==> config.mk <==
export PLATFORM = sky130hd
export DESIGN_NAME = dma_mem2mem_ctrl_flat
export DESIGN_NICKNAME = d
export VERILOG_FILES = /design/src/rtl/dma_mem2mem_ctrl_pkg.sv /design/src/rtl/dma_mem2mem_ctrl_if.sv /design/src/rtl/dma_mem2mem_ctrl_addr_counter.sv /design/src/rtl/dma_mem2mem_ctrl.sv /design/src/flat_wrapper.sv
export SDC_FILE = /design/constraint.sdc
export NUM_CORES = 1
export LEC_CHECK = 0
export ABC_AREA = 1
export CORE_MARGIN = 3
export CORE_UTILIZATION = 57
export DETAILED_ROUTE_END_ITERATION = 10
export GPL_TIMING_DRIVEN = 0
export PLACE_DENSITY_LB_ADDON = 0.15
export SLEW_MARGIN = 10
export SYNTH_ARGS = -nofsm -noshare
export SYNTH_HDL_FRONTEND = slang
export SYNTH_HIERARCHICAL = 1
export SYNTH_SLANG_ARGS = --single-unit
==> constraint.sdc <==
create_clock -name clk -period 2.55 [get_ports clk]
set_input_delay 0.51 -clock clk [delete_from_list [all_inputs] [get_ports clk]]
set_output_delay 0.51 -clock clk [all_outputs]
set_load 0.03 [all_outputs]
==> src/rtl/dma_mem2mem_ctrl_pkg.sv <==
// dma_pkg: shared types and helpers for the memory-to-memory DMA sequencer.
//   dma_state_e  : sequencer state encoding
//   addr_step_e  : per-byte address step mode (increment / decrement / hold)
//   addr_step()  : applies a step mode; callers truncate the result to their
//                  own width, which gives modulo-2^width wrap for free
package dma_pkg;
   localparam int DMA_ADDR_W = 16;
   localparam int DMA_CNT_W  = 16;

   typedef enum logic [1:0] {
      ST_IDLE  = 2'd0,
      ST_READ  = 2'd1,
      ST_WRITE = 2'd2,
      ST_DONE  = 2'd3
   } dma_state_e;

   typedef enum logic [1:0] {
      STEP_INC  = 2'd0,
      STEP_DEC  = 2'd1,
      STEP_HOLD = 2'd2
   } addr_step_e;

   function automatic logic [31:0] addr_step(input logic [31:0] a, input addr_step_e mode);
      case (mode)
         STEP_INC: return a + 32'd1;
         STEP_DEC: return a - 32'd1;
         default:  return a;
      endcase
   endfunction
endpackage

==> src/rtl/dma_mem2mem_ctrl_if.sv <==
// dma_mem2mem_ctrl_if: request/config inputs and memory-bus strobes of the
// mem-to-mem DMA sequencer.
//   master : the sequencer (drives addr, memr_n, memw_n, mem2mem, busy, tc, aborted)
//   slave  : the requester / memory side (drives start, config, ready, eop_n)
interface dma_mem2mem_ctrl_if
   import dma_pkg::*;
#(
   parameter int ADDR_W = DMA_ADDR_W,
   parameter int CNT_W  = DMA_CNT_W
);
   logic              start;
   logic [ADDR_W-1:0] src_addr;
   logic [ADDR_W-1:0] dst_addr;
   logic [CNT_W-1:0]  count;
   logic              src_hold;
   logic              addr_dec;
   logic              ready;
   logic              eop_n;
   logic [ADDR_W-1:0] addr;
   logic              memr_n;
   logic              memw_n;
   logic              mem2mem;
   logic              busy;
   logic              tc;
   logic              aborted;

   modport master (
      input  start, src_addr, dst_addr, count, src_hold, addr_dec, ready, eop_n,
      output addr, memr_n, memw_n, mem2mem, busy, tc, aborted
   );

   modport slave (
      output start, src_addr, dst_addr, count, src_hold, addr_dec, ready, eop_n,
      input  addr, memr_n, memw_n, mem2mem, busy, tc, aborted
   );
endinterface

==> src/rtl/dma_mem2mem_ctrl_addr_counter.sv <==
// dma_addr_counter: loadable address counter with step mode latched at load.
//   clk, rst_n   : clock, async active-low reset
//   i_load       : load i_load_addr and i_load_mode
//   i_load_addr  : start address
//   i_load_mode  : increment / decrement / hold for the whole block
//   i_step       : advance one step in the latched mode
//   o_addr       : current address
module dma_addr_counter
   import dma_pkg::*;
#(
   parameter int ADDR_W = DMA_ADDR_W
) (
   input  logic              clk,
   input  logic              rst_n,
   input  logic              i_load,
   input  logic [ADDR_W-1:0] i_load_addr,
   input  addr_step_e        i_load_mode,
   input  logic              i_step,
   output logic [ADDR_W-1:0] o_addr
);
   logic [ADDR_W-1:0] r_addr;
   addr_step_e        r_mode;

   always_ff @(posedge clk or negedge rst_n) begin
      if (!rst_n) begin
         r_addr <= '0;
         r_mode <= STEP_INC;
      end else if (i_load) begin
         r_addr <= i_load_addr;
         r_mode <= i_load_mode;
      end else if (i_step) begin
         r_addr <= ADDR_W'(addr_step(32'(r_addr), r_mode));
      end
   end

   assign o_addr = r_addr;
endmodule

==> src/rtl/dma_mem2mem_ctrl.sv <==
// dma_mem2mem_ctrl: sequences memory-to-memory DMA, one byte per READ+WRITE
// phase pair through an external temporary register.
//   clk, rst_n : clock, async active-low reset
//   bus        : master modport (start/config/ready/eop_n in; addr, memr_n,
//                memw_n, mem2mem, busy, tc, aborted out)
//
// state | meaning
// IDLE  | waiting for start
// READ  | source address on bus, memr_n low, temp register captures on ready
// WRITE | destination address on bus, memw_n low, temp register drives on ready
// DONE  | one quiet cycle after the block, start ignored
module dma_mem2mem_ctrl
   import dma_pkg::*;
#(
   parameter int ADDR_W = DMA_ADDR_W,
   parameter int CNT_W  = DMA_CNT_W
) (
   input logic                clk,
   input logic                rst_n,
   dma_mem2mem_ctrl_if.master bus
);
   localparam logic [1:0] S_IDLE  = ST_IDLE;
   localparam logic [1:0] S_READ  = ST_READ;
   localparam logic [1:0] S_WRITE = ST_WRITE;
   localparam logic [1:0] S_DONE  = ST_DONE;

   logic [1:0]        r_state;
   logic [1:0]        w_state_nxt;
   logic [CNT_W-1:0]  r_remaining;
   logic [ADDR_W-1:0] w_src;
   logic [ADDR_W-1:0] w_dst;
   logic              w_rd;
   logic              w_wr;
   logic              w_accept;
   logic              w_wr_done;
   logic              w_last;
   logic              w_eop;
   addr_step_e        w_src_mode;
   addr_step_e        w_dst_mode;

   assign w_rd      = (r_state == S_READ);
   assign w_wr      = (r_state == S_WRITE);
   assign w_accept  = (r_state == S_IDLE) && bus.start;
   assign w_wr_done = w_wr && bus.ready;
   assign w_last    = (r_remaining == '0);
   assign w_eop     = (w_rd || w_wr) && !bus.eop_n;

   assign w_dst_mode = bus.addr_dec ? STEP_DEC : STEP_INC;
   assign w_src_mode = bus.src_hold ? STEP_HOLD : w_dst_mode;

   dma_addr_counter #(.ADDR_W(ADDR_W)) u_src_cnt (
      .clk         (clk),
      .rst_n       (rst_n),
      .i_load      (w_accept),
      .i_load_addr (bus.src_addr),
      .i_load_mode (w_src_mode),
      .i_step      (w_wr_done),
      .o_addr      (w_src)
   );

   dma_addr_counter #(.ADDR_W(ADDR_W)) u_dst_cnt (
      .clk         (clk),
      .rst_n       (rst_n),
      .i_load      (w_accept),
      .i_load_addr (bus.dst_addr),
      .i_load_mode (w_dst_mode),
      .i_step      (w_wr_done),
      .o_addr      (w_dst)
   );

   always_comb begin
      w_state_nxt = r_state;
      case (r_state)
         S_IDLE:  if (bus.start) w_state_nxt = S_READ;
         S_READ: begin
            if (w_eop)          w_state_nxt = S_DONE;
            else if (bus.ready) w_state_nxt = S_WRITE;
         end
         S_WRITE: begin
            if (w_eop || (w_wr_done && w_last)) w_state_nxt = S_DONE;
            else if (w_wr_done)                  w_state_nxt = S_READ;
         end
         default: w_state_nxt = S_IDLE;
      endcase
   end

   always_ff @(posedge clk or negedge rst_n) begin
      if (!rst_n) begin
         r_state     <= S_IDLE;
         r_remaining <= '0;
      end else begin
         r_state <= w_state_nxt;
         if (w_accept)
            r_remaining <= bus.count;
         else if (w_wr_done && !w_last)
            r_remaining <= r_remaining - 1'b1;
      end
   end

   // All outputs decode from state so an async reset clears them at once.
   // A write completing alongside eop_n still counts, so tc ignores eop_n.
   assign bus.addr    = w_rd ? w_src : (w_wr ? w_dst : '0);
   assign bus.memr_n  = !w_rd;
   assign bus.memw_n  = !w_wr;
   assign bus.mem2mem = (w_rd || w_wr) && bus.ready;
   assign bus.busy    = w_rd || w_wr;
   assign bus.tc      = w_wr_done && w_last;
   assign bus.aborted = w_eop;
endmodule

==> src/flat_wrapper.sv <==
// flat-port wrapper written by rule: the top's interface ports become plain ports
module dma_mem2mem_ctrl_flat import dma_pkg::*;
#(
   parameter int ADDR_W = DMA_ADDR_W,
   parameter int CNT_W  = DMA_CNT_W
)
  (clk, rst_n, bus_start, bus_src_addr, bus_dst_addr, bus_count, bus_src_hold, bus_addr_dec, bus_ready, bus_eop_n, bus_addr, bus_memr_n, bus_memw_n, bus_mem2mem, bus_busy, bus_tc, bus_aborted);
  dma_mem2mem_ctrl_if #(.ADDR_W(ADDR_W), .CNT_W(CNT_W)) bus_i ();
  input logic clk;
  input logic rst_n;
  input wire logic [$bits(bus_i.start)-1:0] bus_start;
  input wire logic [$bits(bus_i.src_addr)-1:0] bus_src_addr;
  input wire logic [$bits(bus_i.dst_addr)-1:0] bus_dst_addr;
  input wire logic [$bits(bus_i.count)-1:0] bus_count;
  input wire logic [$bits(bus_i.src_hold)-1:0] bus_src_hold;
  input wire logic [$bits(bus_i.addr_dec)-1:0] bus_addr_dec;
  input wire logic [$bits(bus_i.ready)-1:0] bus_ready;
  input wire logic [$bits(bus_i.eop_n)-1:0] bus_eop_n;
  output wire logic [$bits(bus_i.addr)-1:0] bus_addr;
  output wire logic [$bits(bus_i.memr_n)-1:0] bus_memr_n;
  output wire logic [$bits(bus_i.memw_n)-1:0] bus_memw_n;
  output wire logic [$bits(bus_i.mem2mem)-1:0] bus_mem2mem;
  output wire logic [$bits(bus_i.busy)-1:0] bus_busy;
  output wire logic [$bits(bus_i.tc)-1:0] bus_tc;
  output wire logic [$bits(bus_i.aborted)-1:0] bus_aborted;
  assign bus_i.start = bus_start;
  assign bus_i.src_addr = bus_src_addr;
  assign bus_i.dst_addr = bus_dst_addr;
  assign bus_i.count = bus_count;
  assign bus_i.src_hold = bus_src_hold;
  assign bus_i.addr_dec = bus_addr_dec;
  assign bus_i.ready = bus_ready;
  assign bus_i.eop_n = bus_eop_n;
  assign bus_addr = bus_i.addr;
  assign bus_memr_n = bus_i.memr_n;
  assign bus_memw_n = bus_i.memw_n;
  assign bus_mem2mem = bus_i.mem2mem;
  assign bus_busy = bus_i.busy;
  assign bus_tc = bus_i.tc;
  assign bus_aborted = bus_i.aborted;
  dma_mem2mem_ctrl #(.ADDR_W(ADDR_W), .CNT_W(CNT_W)) u_core (.clk(clk), .rst_n(rst_n), .bus(bus_i));
endmodule
== After elaboration in Yosys (flattened, before gate mapping) ==
Index checks and enable logic that the tools add are counted.

* Add/sub/neg operators: 5
* Multiply operators: 0
* Divide/modulo/power cells: 0
* Order comparisons: 0
* Equality and inequality tests: 7
* Shift-type cells: 0
* Multiplexer cells: 18
* Bitwise operators: 0
* Reductions and logical operators: 23

{| class="wikitable"
|+ Operators by type and width
! kind !! count
|-
| $mux W16 || 8
|-
| $pmux W16 S2 || 2
|-
| $sub A16 B1 Y16 const B || 3
|-
| $add A16 B1 Y16 const B || 2
|-
| $logic_not A16 Y1 || 1
|-
| $mux W2 || 6
|-
| $eq A2 B1 Y1 const B || 3
|-
| $logic_and A1 B1 Y1 || 6
|-
| $logic_not A2 Y1 || 3
|-
| $ne A3 B3 Y1 const B || 2
|-
| $pmux W2 S3 || 1
|-
| $reduce_bool A3 Y1 || 2
|-
| $logic_not A1 Y1 || 4
|-
| $reduce_and A2 Y1 || 2
|-
| $reduce_bool A2 Y1 || 2
|-
| $reduce_and A3 Y1 || 1
|-
| $eq A2 B2 Y1 const B || 1
|-
| $logic_or A1 B1 Y1 || 2
|-
| $ne A2 B2 Y1 const B || 1
|-
| $mux W1 || 1
|}

* Register bits: 54
* Latch bits: 0
* Memory bits (writable): 0
* Bits in read-only memories: 0
* Input bits: 55
* Output and inout port bits: 22
* Logic and storage cells: 59
* Memories: 0

== Longest topological paths before layout ==
Gate-level depths: netlist of the first run.

* Word-level depth: 6
* Mapped depth: 18
* Gate-level depth less buffers: 16

== Modules after synthesis ==
Netlist of the first run, hierarchy kept.

{| class="wikitable"
|+ Modules (own cells, without submodules)
! module !! instances !! cells an instance !! area each (sq um) !! sequential area each (sq um)
|-
| dma_addr_counter || 2 || 298 || 1,880.6 || 450.4
|-
| dma_mem2mem_ctrl || 1 || 297 || 1,781.7 || 450.4
|}

== Worst setup path before layout of the first run ==
No wires, ideal clock.

* Kind: register -> output
* Start point: reg u_core.r_state[0]
* End point: out bus_addr[10]
* Arrival: 1,724 ps
* Data required time: 2,040 ps
* Path slack: 316 ps
* Cell stages (with the launch flop): 7
* Buffers on the path: 2
* Cell sequence: dfrtp_1 > ha_1 > buf_2 > inv_2 > buf_1 > nand3_1 > nand2_1

* Longest elaborated chain between the ends: 3
* Elaborated cells between the ends (all ways): 4
* Those cells by class: eq/ne (2); mux (2)

{| class="wikitable"
|+ RTL lines
! what !! RTL line !! text
|-
| start: declaration || dma_mem2mem_ctrl.sv:27 || <nowiki>logic [1:0] r_state;</nowiki>
|-
| start signal: assignment || dma_mem2mem_ctrl.sv:92 || <nowiki>r_state <= w_state_nxt;</nowiki>
|-
| $eq A2 B2 Y1 || dma_mem2mem_ctrl.sv:42 || <nowiki>assign w_wr = (r_state == S_WRITE);</nowiki>
|-
| $mux W16 || dma_mem2mem_ctrl.sv:102 || <nowiki>assign bus.addr = w_rd ? w_src : (w_wr ? w_dst : '0);</nowiki>
|-
| $mux W16 * || dma_mem2mem_ctrl.sv:102 ||
|-
| end: declaration || flat_wrapper.sv:19 || <nowiki>output wire logic [$bits(bus_i.addr)-1:0] bus_addr;</nowiki>
|}

Every way passes the cells marked *; elsewhere a longest branch is shown, timed or not.

== Final worst setup path of the first run ==
* Start point: reg u_core.r_state[0]
* End point: out bus_mem2mem

* Longest elaborated chain between the ends: 3
* Elaborated cells between the ends (all ways): 4
* Those cells by class: eq/ne (2); reduce/logical (2)

{| class="wikitable"
|+ RTL lines
! what !! RTL line !! text
|-
| $eq A2 B1 Y1 or $eq A2 B2 Y1 (tied branches) || dma_mem2mem_ctrl.sv:41, dma_mem2mem_ctrl.sv:42 ||
|-
| $logic_or A1 B1 Y1 * || dma_mem2mem_ctrl.sv:105 || <nowiki>assign bus.mem2mem = (w_rd || w_wr) && bus.ready;</nowiki>
|-
| $logic_and A1 B1 Y1 * || dma_mem2mem_ctrl.sv:105 ||
|-
| end: declaration || flat_wrapper.sv:22 || <nowiki>output wire logic [$bits(bus_i.mem2mem)-1:0] bus_mem2mem;</nowiki>
|}

Marks and branches as above.

==> run_results.csv, run 1 <==
group,metric,value,unit
clocking,cts-buffers-inserted,5,
die,initial_utilization,0.594,
placement,postPlaceCellArea,6460,um2
die,num_io_pins,77,
global_routing,grt_start_max_net_pins,55,
die,die_h,105,um
power,p_leak,3.44,nW
job,drv_cap,0,
die,dieArea,10900,um2
timing,finalCritPeriodShare,0.953,
final_layout,regArea,1350,um2
timing,rsz0062_at_grt,"false",
critical_path,path_cells,"inv_1 > ha_1 > nand2_1 > inv_1 > clkdlybuf4s50_1",
critical_path,critPathCaptureType,"output pin",
yosys,synth_cells,893,
critical_path,cp.arrival,1.92,ns
clocking,clk_pin_slew,0.11,ns
critical_path,max_stage_delay,0.65,ns
timing,fmax,411,MHz
route,drc_errors,0,
timing,setup-violations-final,0,
yosys,synth_warnings,6,
yosys,yosysUniqueCellTypes,43,
clocking,clock_latency,0.32,ns
route,drt_wl_total,15900,um
final_layout,multi_input_area,3560,um2
clocking,ctsHoldBuffers,0,
route,drt_pass1_iterations,5,
timing,layout_min_cycle_time,2.43,ns
critical_path,critPathSlowestCell,"clkdlybuf4s50_1",
yosys,synth-edff-count,0,
critical_path,cp_common_cell,"inv_1",
final_layout,syn2layout_area_growth,18.7,%
critical_path,path_class,"reg2out",
global_routing,antenna_found_initial,0,
global_routing,grt_overflow,0,
die,coreArea,9330,um2
die,die_w,105,um
route,wl_per_cell,14.3,um
worst_hold_path,hp-class,"in2async",
placement,dp_hpwl,12200,um
clocking,cts_max_path_buffers,2,
run_status,status,"complete, no violations",
final_layout,drive_gt1_frac,0.176,
global_routing,grt_pass1_vias,5501,
power,pwr_density_cell,1320,nW/um2
yosys,synthFlopType,"dfrtp_1",
critical_path,timing.critical_path.buf_inv,3,
placement,routabilityCongestion,0.992,
critical_path,path_delay_family,"buffers and inverters",
timing,fin_skew,0.00689,ns
timing,worstMarginPinSlew,0.740,ns
final_layout,nets,1039,
route,ant_nets,0,
route,vias,6015,
critical_path,cp_max_fo,6,
final_layout,finish.instance_area,6580,um2
yosys,syn_avg_cell_area,6.21,um2
die,placementRows,35,
timing,final-max-slew-violation-count,0,
power,peakVddDrop,0.000595,V
route,drtIter0Drc,449,
clocking,cts_tree,"yes",
timing,hold_viol,0,
yosys,async_flop_share,1.00,
timing,relSlewSlack,0.507,
global_routing,grt_pass1_wl,26700,um
clocking,root_buffer,"clkbuf_8",
critical_path,required,2.04,ns
yosys,synth_seq_cells,54,
yosys,synth.net_count,956,
route,viasPerCell,5.44,
yosys,yosysSeqAreaShare,0.244,
final_layout,fill_cells,852,
clocking,clock-sinks,54,
timing,tns,0,ns
placement,port_buffers,76,
clocking,htree_num_levels,2,
yosys,synth_area,5540,um2
global_routing,track_usage,0.293,
final_layout,num_antenna_cells,0,
critical_path,cp-start-kind,"register",
-- layout by cell type, fill, tap and decap left out, types with 3 or more instances in the layout --
cell,n
o21ai_2,5
dlygate4sd2_1,9
or2_2,5
xor2_1,4
buf_4,10
clkbuf_1,4
o21ai_0,32
xnor2_1,4
o22ai_1,3
clkdlybuf4s15_2,6
nor2_1,79
nand4_1,5
nand2_2,30
nand2_1,302
nor2_4,6
nand3_2,11
nor2_2,15
nand3_1,100
inv_4,4
buf_6,8
a21oi_1,19
dfrtp_1,53
inv_1,93
clkdlybuf4s50_1,55
inv_2,19
o211ai_1,8
buf_2,7
nand2_4,24
a41oi_1,12
ha_1,8
clkbuf_8,5
-- synthesized netlist by cell type (all sizes together), types with 5 or more instances --
cell type,n,area [um2]
or2,5,31.3
inv,114,428
nand4,5,31.3
a41oi,12,105
nor2,100,448
clkbuf,7,26.3
dfrtp,54,1350
nand2,357,1610
buf,20,173
ha,8,100
o21ai,38,209
a21oi,21,113
o211ai,8,60.1
nand3,111,611
-- area by class of cell --
class                      count  share of cell area
timing repair buffer          76               0.111
tap                          129              0.0245
clock buffer                   5              0.0105
buffer                        27              0.0346
clock inverter                 3             0.00323
multi-input combinational    694               0.541
inverter                     118              0.0698
sequential                    54               0.206
-- repair_timing --
action | in CTS | in global routing
buffers inserted | 0 | 0
setup endpoints to repair | 51 | 46
gates resized for setup | 59 | 24
-- final timing paths --
kind | from | endpoint | slack (ns) | depth (start not counted)
worst max-delay path | u_core/r_state[0] | bus_mem2mem | 0.12 | 5
worst min-delay path | rst_n | u_core/r_state[0] | 0.24 | 1
worst max register to register | u_core/r_state[0] | u_core/u_src_cnt/o_addr[3] | 0.23 | 11
worst min register to register | u_core/r_remaining[9] | u_core/r_remaining[9] | 0.57 | 2
max in group asynchronous | rst_n | u_core/r_state[0] | 1.81 | 1
min in group clk | u_core/r_remaining[9] | u_core/r_remaining[9] | 0.57 | 2
-- power breakdown --
group	leakage (nW)	internal, mW	switching, mW	total [mW]
combinational	2.73	2.21	4.18	6.39
sequential	0.667	1.27	0.515	1.79
clock	0.0441	0.195	0.326	0.520
total	3.44	3.68	5.02	8.70
-- routing by layer --
metal | track usage | share of wire
met1 | 0.410 | 0.44
met2 | 0.483 | 0.47
met3 | 0.0401 | 0.081
met4 | 0.0656 | 0.0091
met5 | 0 | 0
-- cells by family (layout without fill, tap and decap cells) --
| family | after synthesis | count (layout) | synth area share |
|---|---|---|---|
| xor+xnor | 8 | 8 | 0.0126 |
| simple gates | 584 | 584 | 0.501 |
| compound gates | 93 | 93 | 0.108 |
| flops | 54 | 54 | 0.244 |
| fa+ha+maj | 8 | 8 | 0.0181 |
| other cells | 1 | 1 | 0.000677 |
| buf+inv | 145 | 229 | 0.116 |
-- registers in the layout, indices dropped and copies added, names as in the netlist --
name	cells
u_core/u_src_cnt/o_addr	16
u_core/r_state	2
u_core/u_src_cnt/r_mode	2
u_core/u_dst_cnt/o_addr	16
u_core/r_remaining	16
u_core/u_dst_cnt/r_mode	2
-- through the flow --
stage	hold WS, ns	instances	total power [mW]	setup slack [ns]	utilization
2_1_floorplan	0.214	893	6.49	0.316	-
3_3_place_gp	0.547	1098	8.00	-0.865	0.693
3_5_place_dp	0.545	1098	8.12	-0.851	0.693
4_1_cts	0.260	1106	8.63	0.0173	0.706
5_1_grt	0.283	1106	9.52	0.00158	0.705
6_report	0.235	1106	8.70	0.119	0.705
No activity file was read; power rests on OpenSTA's default activity.
==> inputs of run 2 (changes only) <==
--- a/config.mk
+++ b/config.mk
@@ -11,6 +11,7 @@
 export DETAILED_ROUTE_END_ITERATION = 10
 export GPL_TIMING_DRIVEN = 0
 export PLACE_DENSITY_LB_ADDON = 0.15
+export SKIP_CTS_REPAIR_TIMING = 1
 export SLEW_MARGIN = 10
 export SYNTH_ARGS = -nofsm -noshare
 export SYNTH_HDL_FRONTEND = slang
==> run_results.csv, run 2 (synthesis gave the netlist of run 1 again) <==
group,metric,value,unit
run_status,status,"complete, no violations",
die,placementRows,35,
timing,rsz0062_at_grt,"false",
critical_path,path_class,"reg2out",
timing,setup-violations-final,0,
clocking,root_buffer,"clkbuf_8",
critical_path,reg2reg_from,"u_core/r_state[0]",
route,wl_per_cell,14.4,um
critical_path,cp_max_fo,6,
timing,fmax,411,MHz
global_routing,grt_overflow,0,
die,die_h,105,um
power,p_leak,3.55,nW
timing,hold_viol,0,
clocking,htree_num_levels,2,
critical_path,cp.arrival,1.92,ns
die,coreArea,9330,um2
timing,worstMarginPinSlew,0.738,ns
global_routing,grt_pass1_wl,26600,um
critical_path,cp-startpoint,"u_core/r_state[0]",
route,drc_errors,0,
route,drt_wl_total,16000,um
power,pwr_density_cell,1320,nW/um2
final_layout,layout_commonest_cell,"nand2_1",
placement,dp_slack,-0.851,ns
route,vias,5985,
timing,holdWs,0.235,ns
global_routing,grt_pass1_vias,5497,
die,initial_utilization,0.594,
global_routing,antenna_found_initial,0,
placement,postPlaceCellArea,6460,um2
timing,finalCritPeriodShare,0.954,
route,ant_nets,0,
critical_path,cp-start-kind,"register",
power,peakVddDrop,0.000598,V
timing,tns,0,ns
route,drtIter0Drc,455,
timing,fin_skew,0.00572,ns
final_layout,drive_gt1_frac,0.184,
clocking,cts_max_path_buffers,2,
timing,relSlewSlack,0.508,
critical_path,crit_end,"bus_mem2mem",
worst_hold_path,hp-class,"in2async",
critical_path,r2r_slack,0.16,ns
final_layout,num_antenna_cells,0,
job,drv_cap,0,
global_routing,track_usage,0.293,
die,num_io_pins,77,
final_layout,nets,1047,
clocking,cts_tree,"yes",
timing,final-max-slew-violation-count,0,
clocking,cts-buffers-inserted,5,
critical_path,r2r-end,"u_core/u_dst_cnt/o_addr[7]",
die,dieArea,10900,um2
placement,port_buffers,76,
global_routing,grt_start_max_net_pins,55,
placement,routabilityCongestion,0.992,
route,viasPerCell,5.37,
die,die_w,105,um
clocking,clock-sinks,54,
clocking,clock_latency,0.32,ns
final_layout,final_cells,1114,
final_layout,syn2layout_area_growth,19.9,%
timing,layout_min_cycle_time,2.43,ns
critical_path,rr_worst_depth,12,
route,drt_pass1_iterations,5,
placement,dp_hpwl,12200,um
final_layout,fill_cells,840,
clocking,clk_pin_slew,0.11,ns
critical_path,required,2.04,ns
critical_path,critPathCaptureType,"output pin",
timing,final_critical_path_setup_slack,0.116,ns
final_layout,finish.instance_area,6640,um2
placement,dp.cells,1098,
final_layout,final_cell_mix,"301 x nand2_1, 100 x nand3_1, 93 x inv_1, 79 x nor2_1, 55 x clkdlybuf4s50_1",
-- run 2: changes by cell type in the layout (fill, tap and decap cells not counted), sizes merged --
| cell | before | now |
|---|---|---|
| clkdlybuf4s15 | 6 | 0 |
| dlygate4sd2 | 9 | 0 |
| dlymetal6s2s | 0 | 9 |
| clkinvlp | 1 | 6 |
| clkbuf | 11 | 24 |
| inv | 116 | 113 |
| clkinv | 4 | 3 |
-- run 2: where the power goes --
part | switching, mW | total, mW | internal, mW
Combinational | 4.21 | 6.49 | 2.27
Sequential | 0.514 | 1.78 | 1.27
Clock | 0.327 | 0.521 | 0.195
-- run 2: metal layers --
metal,vias up,global-route usage,share of wire
met2,239,0.482,0.47
met3,11,0.0401,0.083
met4,0,0.0665,0.0087
met5,-,0,0
li1,2998,-,-
met1,2737,0.410,0.44
-- run 2: per-stage QoR --
step | power, mW | util
6_report | 8.79 | 0.712
3_5_place_dp | 8.12 | 0.693
2_1_floorplan | 6.49 | -
5_1_grt | 9.62 | 0.712
4_1_cts | 8.66 | 0.702
3_3_place_gp | 8.00 | 0.693
-- run 2: how the worst min path moves through the flow --
stage,start,end,slack (ns),depth (start not counted)
2_1_floorplan,rst_n,u_core/r_remaining[0],0.21,0
3_3_place_gp,u_core/u_src_cnt/o_addr[14],u_core/u_src_cnt/o_addr[14],0.55,2
3_5_place_dp,u_core/r_remaining[9],u_core/r_remaining[9],0.55,2
4_1_cts,rst_n,u_core/r_state[0],0.26,1
5_1_grt,rst_n,u_core/r_state[0],0.28,1
6_report,rst_n,u_core/r_state[0],0.24,1
-- run 2: critical path, cell delays in order (launching register included) --
cell             delay (ns)
dfrtp_2                0.43
inv_1                  0.08
ha_1                   0.33
nand2_1                0.06
inv_1                  0.05
clkdlybuf4s50_1        0.65
-- run 2: area by class of cell --
cell class	count	area, um2	area share
multi-input combinational	694	3560	0.535
tap	129	161	0.0243
timing repair buffer	83	778	0.117
sequential	54	1350	0.204
buffer	27	234	0.0352
timing repair inverter	1	5.00	0.000753
clock inverter	3	21.3	0.00320
clock buffer	5	68.8	0.0104
inverter	118	465	0.0701
==> inputs of run 3 (changes only) <==
--- a/config.mk
+++ b/config.mk
@@ -6,7 +6,6 @@
 export NUM_CORES = 1
 export LEC_CHECK = 0
 export ABC_AREA = 1
-export CORE_MARGIN = 3
 export CORE_UTILIZATION = 57
 export DETAILED_ROUTE_END_ITERATION = 10
 export GPL_TIMING_DRIVEN = 0
==> run_results.csv, run 3 (synthesis gave the netlist of run 1 again) <==
group,metric,value,unit
run_status,status,"complete, no violations",
power,p_clk_frac,0.058,
final_layout,final_cells,1113,
critical_path,timing.critical_path.buf_inv,5,
power,power,8.76,mW
route,viasPerCell,5.37,
critical_path,cp.arrival,1.93,ns
global_routing,antenna_found_initial,0,
critical_path,cp_max_fo,10,
route,drt_pass1_iterations,5,
final_layout,layout_commonest_cell,"nand2_1",
final_layout,drive_gt1_frac,0.182,
power,switching_share,0.572,
power,intPower,3.75,mW
critical_path,required,2.04,ns
placement,dp_slack,-0.741,ns
clocking,clock_latency,0.32,ns
critical_path,cp-start-kind,"register",
timing,final_critical_path_setup_slack,0.113,ns
global_routing,track_usage,0.322,
timing,layout_min_cycle_time,2.44,ns
final_layout,nets,1047,
clocking,clk_pin_slew,0.11,ns
power,p_switching,5.01,mW
die,initial_utilization,0.594,
die,coreArea,9330,um2
route,drtIter0Drc,415,
worst_hold_path,hp-class,"in2async",
final_layout,num_antenna_cells,0,
final_layout,final_core_util,0.712,
timing,fin_skew,0.00957,ns
critical_path,rr_worst_depth,13,
die,dieArea,10100,um2
final_layout,final_cell_mix,"302 x nand2_1, 100 x nand3_1, 93 x inv_1, 79 x nor2_1, 55 x clkdlybuf4s50_1",
route,vias,5974,
die,die_h,101,um
final_layout,finish.instance_area,6640,um2
timing,holdWs,0.229,ns
placement,dp_hpwl,11800,um
placement,port_buffers,76,
power,p_seq_frac,0.203,
timing,relSlewSlack,0.508,
die,num_io_pins,77,
placement,postPlaceCellArea,6460,um2
timing,fmax,410,MHz
global_routing,grt_start_max_net_pins,55,
critical_path,r2r_slack,0.17,ns
critical_path,max_stage_delay,0.40,ns
route,drc_errors,0,
final_layout,syn2layout_area_growth,19.8,%
clocking,cts-buffers-inserted,5,
timing,setup-violations-final,0,
clocking,cts_tree,"yes",
critical_path,path_cells,"inv_1 > ha_1 > buf_2 > inv_4 > clkbuf_4 > nand3_1 > nand2_1 > buf_2",
final_layout,fill_cells,867,
timing,hold_viol,0,
critical_path,path_class,"reg2out",
critical_path,cp_common_cell,"buf_2",
placement,dp.cells,1098,
critical_path,path_delay_family,"buffers and inverters",
global_routing,grt_overflow,0,
clocking,root_buffer,"clkbuf_8",
global_routing,grt_pass1_vias,5508,
clocking,clock-sinks,54,
critical_path,critPathSlowestCell,"dfrtp_1",
route,ant_nets,0,
timing,finalCritPeriodShare,0.956,
timing,final-max-slew-violation-count,0,
clocking,cts_max_path_buffers,2,
power,pwr_density_cell,1320,nW/um2
power,p_leak,3.56,nW
die,die_w,101,um
die,placementRows,35,
clocking,htree_num_levels,2,
placement,routabilityCongestion,0.977,
power,peakVddDrop,0.000629,V
route,wl_per_cell,13.9,um
timing,worstMarginPinSlew,0.738,ns
power,combPwrFrac,0.739,
critical_path,path_depth,8,
critical_path,critPathCaptureType,"output pin",
route,drt_wl_total,15500,um
job,drv_cap,0,
global_routing,grt_pass1_wl,25900,um
timing,tns,0,ns
-- run 3: cell type report --
type,count,area (um2),area share
repair buffers,84,798,0.120
plain buffers,27,230,0.0347
inverters,118,463,0.0697
clock buffers,5,68.8,0.0104
well taps,129,161,0.0243
clock inverters,2,15.0,0.00226
multi-input cells,694,3550,0.535
flip-flops and latches,54,1350,0.204
-- run 3: worst register-to-register path, stage by stage (launching register included) --
cell and delay (ns):
dfrtp_1 0.43, inv_1 0.13, ha_1 0.20, nand2_1 0.15
inv_2 0.15, clkbuf_4 0.24, buf_6 0.19, clkinvlp_4 0.14
nand2_1 0.17, clkinvlp_4 0.16, buf_4 0.18, nor2_1 0.09
nand2_1 0.06, nand2_1 0.05
-- run 3: power groups by stage --
| stage | Sequential [mW] | Combinational [mW] | Clock (mW) |
|---|---|---|---|
| global placement | 1.77 | 6.22 | 0 |
| global route | 1.84 | 7.23 | 0.544 |
| floorplan | 1.64 | 4.85 | 0 |
| CTS | 1.76 | 6.34 | 0.519 |
| finish | 1.78 | 6.47 | 0.507 |
| detailed placement | 1.78 | 6.32 | 0 |
-- run 3: routing by layer --
metal / vias to the layer above / share of wire / track usage / routed length [um]
met3: 14 / 0.076 / 0.0430 / 1180
li1: 3010 / - / - / -
met5: - / 0 / 0 / 0
met1: 2717 / 0.45 / 0.452 / 6910
met4: 0 / 0.011 / 0.0847 / 167
met2: 233 / 0.47 / 0.523 / 7190
-- run 3: final timing paths --
path / start / to
worst max-delay path: u_core/r_state[1] / bus_addr[6]
worst min-delay path: rst_n / u_core/r_state[0]
worst max register to register: u_core/r_state[1] / u_core/u_dst_cnt/o_addr[12]
worst min register to register: u_core/u_src_cnt/o_addr[14] / u_core/u_src_cnt/o_addr[14]
max in group asynchronous: rst_n / u_core/u_dst_cnt/o_addr[10]
min in group clk: u_core/u_src_cnt/o_addr[14] / u_core/u_src_cnt/o_addr[14]
==> RTL edit: new RTL, flow settings as in run 3 <==
Set the package constant `DMA_ADDR_W` to 17 (it was 16).
--- a/src/rtl/dma_mem2mem_ctrl_pkg.sv
+++ b/src/rtl/dma_mem2mem_ctrl_pkg.sv
@@ -6,3 +6,3 @@
 package dma_pkg;
-   localparam int DMA_ADDR_W = 16;
+   localparam int DMA_ADDR_W = 17;
    localparam int DMA_CNT_W  = 16;
Ports: changed (resized bus_addr, bus_dst_addr and bus_src_addr); port bits go from 77 to 80. The function was not compared with the original's and may differ.
==> RTL edit against run 3 <==
  * Sequential cell count grew 2
  * Worst setup slack lost 0.0073 ns
  * Wire length shrank 0.52%
  * Clock skew grew 0.0029 ns
  * Area after synthesis shrank 2.3%
  * Critical path depth grew 1
  * Total power shrank 3.9%
  * Final area shrank 3.1%
  * Largest power group unchanged
==> RTL edit: results (changes against run 3) <==
status=finished, final reports clean; Yosys reg bits=56 (+3.7%); Non-clk bufs=103 (-7.2%); sequential fraction of the synthesis area=0.259 (+0.0149); Clock buffer cells=6 (+1); Fin Clk Skew=0.0124 ns (+0.00288 ns); Buffers on Ports=79 (+3.9%); vias=5,999 (+0.42%); met2 routed WL=7.12 mm (-0.96%); synth unique cells=36 (-16%); met2 usage=0.545 (+0.0222); Filler Cells Inserted=887 (+2.3%); Antenna Cells=0 (unchanged); grt met3 use=0.0464 (+0.00339); vias in the first global route=5,373 (-2.5%); number of multi-input logic gates=701 (+1.0%); post-synthesis cell count=918 (+2.8%); NumNets Final=1,067 (+1.9%); Post-Syn Area=5420 um2 (-2.3%); share of cells above drive strength 1=0.0848 (-0.0971); starting DRC count in detailed routing=383 (-7.7%); VDD IR max=0.835 mV (+33%); Seq/total area=0.218 (+0.0142); dpl cell area=6370 um2 (-1.5%); Total GRT Usage=0.323 (+0.000621); first-pass GRT wire length=25.4 mm (-1.8%); Post-synth top cells=nand2_1, inv_1, nand3_1, nor2_1, dfrtp_1; Slew @ Worst Pin=0.757 ns (+0.0190 ns); pre-CTS setup slack=-0.368 ns (+0.372 ns); largest cells by area after synthesis=dfrtp_1, nand2_1, nand3_1; Power Dens Cells=1310 nW/um2 (-0.91%); Signal buf overhead=0.146 (-0.00873); Layout clock area frac=0.0121 (-0.000574); met1 usage=0.441 (-0.0111); routed wire length=15.4 mm (-0.52%); fraction of standard cell area in multi-input logic=0.518 (-0.0162); inverters=135 (+14%); WL met1=6.88 mm (-0.51%); syn_nets=983 (+2.8%); Skew-Pair Late Insertion Delay=0.31 ns; Clk pin slew, worst setup/hold paths=0.09 ns (-0.02 ns); met3 WL=1.17 mm (-1.0%); Async SR Flop Fraction=1.00 (unchanged); DPL Wire Length=12.0 mm (+1.0%); largest net degree at the start of global routing=57 (+3.6%); Final Wtd Congestion=0.984 (+0.80%)
==> RTL edit: path summary, 6_finish.rpt <==
check,startpoint,endpoint,slack [ns],cells past startpoint
setup reg to reg,u_core/r_state[0]$_DFFE_PN0P_,u_core/u_dst_cnt/o_addr[8]$_DFFE_PN0P_,0.11,9
setup / recovery,u_core/r_state[0]$_DFFE_PN0P_,u_core/u_dst_cnt/o_addr[8]$_DFFE_PN0P_,0.11,9
hold reg to reg,u_core/r_remaining[9]$_DFFE_PN0P_,u_core/r_remaining[9]$_DFFE_PN0P_,0.57,2
max in group asynchronous,rst_n,u_core/r_state[0]$_DFFE_PN0P_,1.78,1
min in group clk,u_core/r_remaining[9]$_DFFE_PN0P_,u_core/r_remaining[9]$_DFFE_PN0P_,0.57,2
hold / removal,rst_n,u_core/r_state[0]$_DFFE_PN0P_,0.26,1
==> RTL edit: kinds of logic after synthesis <==
logic type      count (synthesis)  share of synthesized area
simple gates                  588                      0.465
xor+xnor                       16                     0.0259
other cells                     1                   0.000692
flops                          56                      0.259
buf+inv                       161                      0.125
fa+ha+maj                       8                     0.0185
compound gates                 88                      0.106
==> RTL edit: worst max-delay path, cell delays in order (launching register included) <==
cell      delay, ns
dfrtp_2        0.45
inv_1          0.09
ha_1           0.14
clkbuf_4       0.22
nand2_1        0.11
inv_4          0.14
nand2_1        0.09
nor2_1         0.54
inv_1          0.31
o21bai_1       0.25
==> RTL edit: where the power goes <==
group          switching, W  leakage (nW)  internal [W]
combinational       0.00404          2.84       0.00207
sequential         0.000501         0.690       0.00132
clock              0.000290        0.0410      0.000188
total               0.00483          3.57       0.00359
